--- src/rtl/bcd_pkg.sv ---
// Shared BCD digit definitions: digit type, digit limits and the legal-code test.
package bcd_pkg;
    localparam int BCD_W = 4;
    localparam logic [BCD_W-1:0] BCD_MAX  = 4'd9;
    localparam logic [BCD_W-1:0] BCD_ZERO = 4'd0;

    typedef logic [BCD_W-1:0] bcd_digit_t;

    function automatic logic bcd_legal(input bcd_digit_t nibble);
        return nibble <= BCD_MAX;
    endfunction
endpackage

--- src/rtl/bcd_digit_cell.sv ---
// One BCD decade: load with clamping, single up/down step, self-repair of illegal codes.
module bcd_digit_cell
    import bcd_pkg::*;
(
    input  logic       clk,
    input  logic       rst,
    input  logic       en,
    input  logic       load,
    input  bcd_digit_t ld_digit,
    input  logic       step,
    input  logic       up,
    output bcd_digit_t digit,
    output logic       at_max,
    output logic       at_min,
    output logic       load_clamped
);
    bcd_digit_t digit_q, digit_d;

    always_comb begin
        digit_d = digit_q;
        if (load) begin
            digit_d = bcd_legal(ld_digit) ? ld_digit : BCD_MAX;
        end else if (en && !bcd_legal(digit_q)) begin
            // Upset recovery: the chain never sees this digit as 9 or 0, so no carry leaks out.
            digit_d = BCD_ZERO;
        end else if (step) begin
            if (up) digit_d = (digit_q == BCD_MAX)  ? BCD_ZERO : digit_q + 4'd1;
            else    digit_d = (digit_q == BCD_ZERO) ? BCD_MAX  : digit_q - 4'd1;
        end
    end

    always_ff @(posedge clk) begin
        if (rst) digit_q <= BCD_ZERO;
        else     digit_q <= digit_d;
    end

    assign digit        = digit_q;
    assign at_max       = (digit_q == BCD_MAX);
    assign at_min       = (digit_q == BCD_ZERO);
    assign load_clamped = load && !bcd_legal(ld_digit);
endmodule

--- src/rtl/bcd_updown_counter.sv ---
// Multi-decade BCD up/down counter with parallel load, wrap or saturate at the ends,
// combinational terminal count for cascading, and registered overflow / load-error pulses.
module bcd_updown_counter
    import bcd_pkg::*;
#(
    parameter int DIGITS = 2,
    parameter bit WRAP   = 1'b1
) (
    input  logic                  clk,
    input  logic                  rst,
    input  logic                  en,
    input  logic                  up,
    input  logic                  load,
    input  logic [4*DIGITS-1:0]   load_val,
    output logic [4*DIGITS-1:0]   bcd,
    output logic                  tc,
    output logic                  ovf,
    output logic                  load_err
);
    logic [DIGITS-1:0] at_max, at_min, load_clamped;
    logic [DIGITS-1:0] carry, borrow, step;
    logic              blocked;
    logic              ovf_q, ovf_d, load_err_q, load_err_d;

    for (genvar k = 0; k < DIGITS; k++) begin : g_digit
        bcd_digit_cell u_cell (
            .clk          (clk),
            .rst          (rst),
            .en           (en),
            .load         (load),
            .ld_digit     (load_val[BCD_W*k +: BCD_W]),
            .step         (step[k]),
            .up           (up),
            .digit        (bcd[BCD_W*k +: BCD_W]),
            .at_max       (at_max[k]),
            .at_min       (at_min[k]),
            .load_clamped (load_clamped[k])
        );
    end

    assign tc = en && (up ? &at_max : &at_min);

    always_comb begin
        carry     = '0;
        borrow    = '0;
        carry[0]  = en && up;
        borrow[0] = en && !up;
        for (int k = 1; k < DIGITS; k++) begin
            carry[k]  = carry[k-1]  && at_max[k-1];
            borrow[k] = borrow[k-1] && at_min[k-1];
        end
        // In saturating mode the step that would cross an end is swallowed, but still flagged.
        blocked = !WRAP && tc;
        step    = (up ? carry : borrow) & {DIGITS{!blocked}};
        ovf_d      = tc && !load;
        load_err_d = load && |load_clamped;
    end

    always_ff @(posedge clk) begin
        if (rst) begin
            ovf_q      <= 1'b0;
            load_err_q <= 1'b0;
        end else begin
            ovf_q      <= ovf_d;
            load_err_q <= load_err_d;
        end
    end

    assign ovf      = ovf_q;
    assign load_err = load_err_q;
endmodule

--- config.mk ---
export PLATFORM = sky130hd
export DESIGN_NAME = bcd_updown_counter
export DESIGN_NICKNAME = d
export VERILOG_FILES = /design/src/rtl/bcd_pkg.sv /design/src/rtl/bcd_digit_cell.sv /design/src/rtl/bcd_updown_counter.sv
export SDC_FILE = /design/constraint.sdc
export NUM_CORES = 1
export LEC_CHECK = 0
export ABC_AREA = 0
export BUFFER_PORTS_ARGS = -buffer_cell sky130_fd_sc_hd__buf_2
export CORE_MARGIN = 3
export CORE_UTILIZATION = 28
export DETAILED_ROUTE_END_ITERATION = 10
export PLACE_DENSITY = 0.53
export SYNTH_ARGS = -nofsm -noshare
export SYNTH_HDL_FRONTEND = slang
export SYNTH_SLANG_ARGS = --single-unit
--- constraint.sdc ---
create_clock -name clk -period 1.6 [get_ports clk]
set_input_delay 0.32 -clock clk [delete_from_list [all_inputs] [get_ports clk]]
set_output_delay 0.32 -clock clk [all_outputs]
set_load 0.1 [all_outputs]
==> qor.csv <==
metric,value,unit
utilization of the core after routing,44.2,%
TritonCTS clock tree,built,
Register-to-Register Setup Slack,-0.15,ns
CP Capture Type,output port,
static leakage,0.496,nW
flip-flop and latch count after synthesis,10,
final cycle utilization of the critical path,127,%
most frequent cell after synthesis,sky130_fd_sc_hd__dfxtp_1,
run status,"finished, violations left",
Skew-Pair Late Insertion Delay,0.27,ns
count of cell types in the netlist,39,
routability-driven placement congestion ratio,0.735,
maximum clock frequency,491,MHz
Pins Over Slew Limit,0,
total number of vias,968,
fraction of layout cells with a size suffix above 1,47.3,%
cell type with the largest total area after synthesis,sky130_fd_sc_hd__dfxtp_1,
count of cells along the worst register-to-register path,6,
area of the die,0.00371,mm²
die height,60.9,µm
unrepaired setup endpoints after global routing,true,
count of pins on the block boundary,24,
Max clock buf depth,2,
Worst setup SP type,flop,
clock-pin slew on the worst setup and hold paths,0.08,ns
critical path class,reg -> out,
via density per instance,5.47,
detailed-route wire length per cell,14.3,µm
residual overflow from global routing,0,
vias in the first global route,903,
worst relative slew slack,67.8,%
DR iter-0 viols,35,
Hold/Removal Path Class,in -> reg,
leading register cell type out of synthesis,sky130_fd_sc_hd__dfxtp_1,
Pre-antenna DRT Iters,4,
H-tree levels,1,
largest clock skew in the final design,0.0104,ns
area of the core,0.00281,mm²
synthesized netlist cell count,111,
# setup viols final,6,
DRC violations left,0,
ant diodes,0,
width of the chip,60.9,µm
largest voltage drop on the vdd net,0.439,mV
max cap viols,0,
leading cell types by count after synthesis,"10 x sky130_fd_sc_hd__dfxtp_1, 9 x sky130_fd_sc_hd__nand2_1, 7 x sky130_fd_sc_hd__o21ai_0, 6 x sky130_fd_sc_hd__inv_1",
sequential share of the synthesized area,23.7,%
cell area after technology mapping,843,µm²
number of nets at the end of the flow,160,
CTS root buffer,sky130_fd_sc_hd__clkbuf_4,
antenna violations before repair,0,
detailed-placement wirelength estimate,1880,µm
layout overhead on the synthesized area,47.2,%
minimum clock period after layout,2.04,ns
Final ANT Viol Nets,0,
global-route usage over all layers,14.7,%
Hold Path Depth,3,
final worst-path setup slack,-0.435,ns
number of buffers created by CTS,3,
final number of hold-violating endpoints,0,
Post-synth ARST share,0,%
number of I/O port buffers,23,
Worst Max-Slew Pin Slew,0.486,ns
critical path data arrival time,1.72,ns
Setup TNS Final,-0.978,ns
Synth top area share,23.7,%
total number of placement rows,19,
number of warning messages in the yosys log,0,
global-route wire length before repair,4100,µm
power density normalized to cell area,812,mW/mm²
"EDFF count, synth",0,
cell types occupying the most area after synthesis,"sky130_fd_sc_hd__dfxtp_1 24%, sky130_fd_sc_hd__a221oi_1 4.2%, sky130_fd_sc_hd__o21ai_0 4.2%",
Required @ worst endpoint,1.28,ns
failing checks,setup timing,
Avg Inst Size Synth,7.60,µm²
maximum net fanout on the critical path,2,
count of clock tree sinks,10,
Initial Utilization,30.1,%
maximum number of pins on one net before global-route repair,16,
Post-Route WL,2530,µm
net count after synthesis,124,
## placed cells by master (no fill, tap or decap), types with 4 or more instances in the layout
cell	count
sky130_fd_sc_hd__buf_2	22
sky130_fd_sc_hd__buf_4	17
sky130_fd_sc_hd__o21ai_0	7
sky130_fd_sc_hd__nand2_1	7
sky130_fd_sc_hd__dfxtp_4	7
sky130_fd_sc_hd__inv_1	6
sky130_fd_sc_hd__nand2b_1	5
sky130_fd_sc_hd__a21oi_1	5
sky130_fd_sc_hd__nor3_1	5
sky130_fd_sc_hd__a221oi_1	4
sky130_fd_sc_hd__nand3b_1	4
## flip-flops by register name, indices dropped and copies added, names as in the netlist
register,cells
load_err,1
ovf,1
g_digit.u_cell.digit,8
## layout make-up
class                           count  area, µm²
Tap cell                           31       38.8
Timing Repair Buffer               41        269
Fill cell                         295       1560
Inverter                            6       22.5
Sequential cell                    10        228
Multi-Input combinational cell     85        647
Clock buffer                        4       36.3
## per-stage QoR
step | power [W] | instances | instance area [µm²] | hold WS [ns] | setup slack (ns)
finish | 0.00101 | 177 | 1240 | 0.345 | -0.435
global route | 0.00106 | 177 | 1240 | 0.349 | -0.510
CTS | 0.000984 | 175 | 1180 | 0.343 | -0.442
detailed placement | 0.000737 | 170 | 1100 | 0.576 | -0.323
global placement | 0.000728 | 170 | 1100 | 0.575 | -0.331
floorplan | 0.000632 | 111 | 887 | 0.503 | -0.628
## report_power, final
group	leakage [nW]	total, W	internal, W	switching, W
Combinational	0.388	0.000480	0.000163	0.000317
Clock	0.0210	0.000234	0.000138	0.0000961
Sequential	0.0873	0.000293	0.000269	0.0000240
Total	0.496	0.00101	0.000570	0.000437
## critical path: stages, from the launching register on
cell                      delay, ns
sky130_fd_sc_hd__dfxtp_4       0.34
sky130_fd_sc_hd__or4_4         0.56
sky130_fd_sc_hd__nor4_4        0.16
sky130_fd_sc_hd__a31oi_2       0.09
sky130_fd_sc_hd__nor2_4        0.13
sky130_fd_sc_hd__buf_12        0.18
## per-layer routing
metal / share of wire, % / routed length [µm] / global-route usage, % / vias to the layer above
li1: - / - / - / 486
met1: 42 / 1070 / 17.9 / 453
met2: 52 / 1310 / 26.0 / 27
met3: 4.7 / 120 / 1.91 / 2
met4: 0.99 / 25 / 5.88 / 0
met5: 0 / 0 / 0 / -
## what timing repair did
item / CTS / global route
gates resized for setup: 5 / 9
pin swaps: 6 / 5
hold buffers: 0 / 0
cloned: 0 / 0
buffers inserted: 1 / 2
setup endpoints to repair: 7 / 9
## path summary, 6_finish.rpt
| path | endpoint | startpoint |
|---|---|---|
| setup reg to reg | g_digit[0].u_cell.digit[3]$_SDFFE_PP0P_ | g_digit[0].u_cell.digit[3]$_SDFFE_PP0P_ |
| setup / recovery | tc | g_digit[0].u_cell.digit[3]$_SDFFE_PP0P_ |
| hold reg to reg | ovf$_SDFF_PP0_ | g_digit[1].u_cell.digit[2]$_SDFFE_PP0P_ |
| hold / removal | g_digit[1].u_cell.digit[1]$_SDFFE_PP0P_ | load_val[5] |
## kinds of logic after synthesis
group           after synthesis  synth area share, %
compound gates               35                 30.6
xor+xnor                      4                 4.16
buf+inv                      16                 9.64
flops                        10                 23.7
mux                           1                 1.19
simple gates                 45                 30.7
Power figures use the tool's default switching activity.
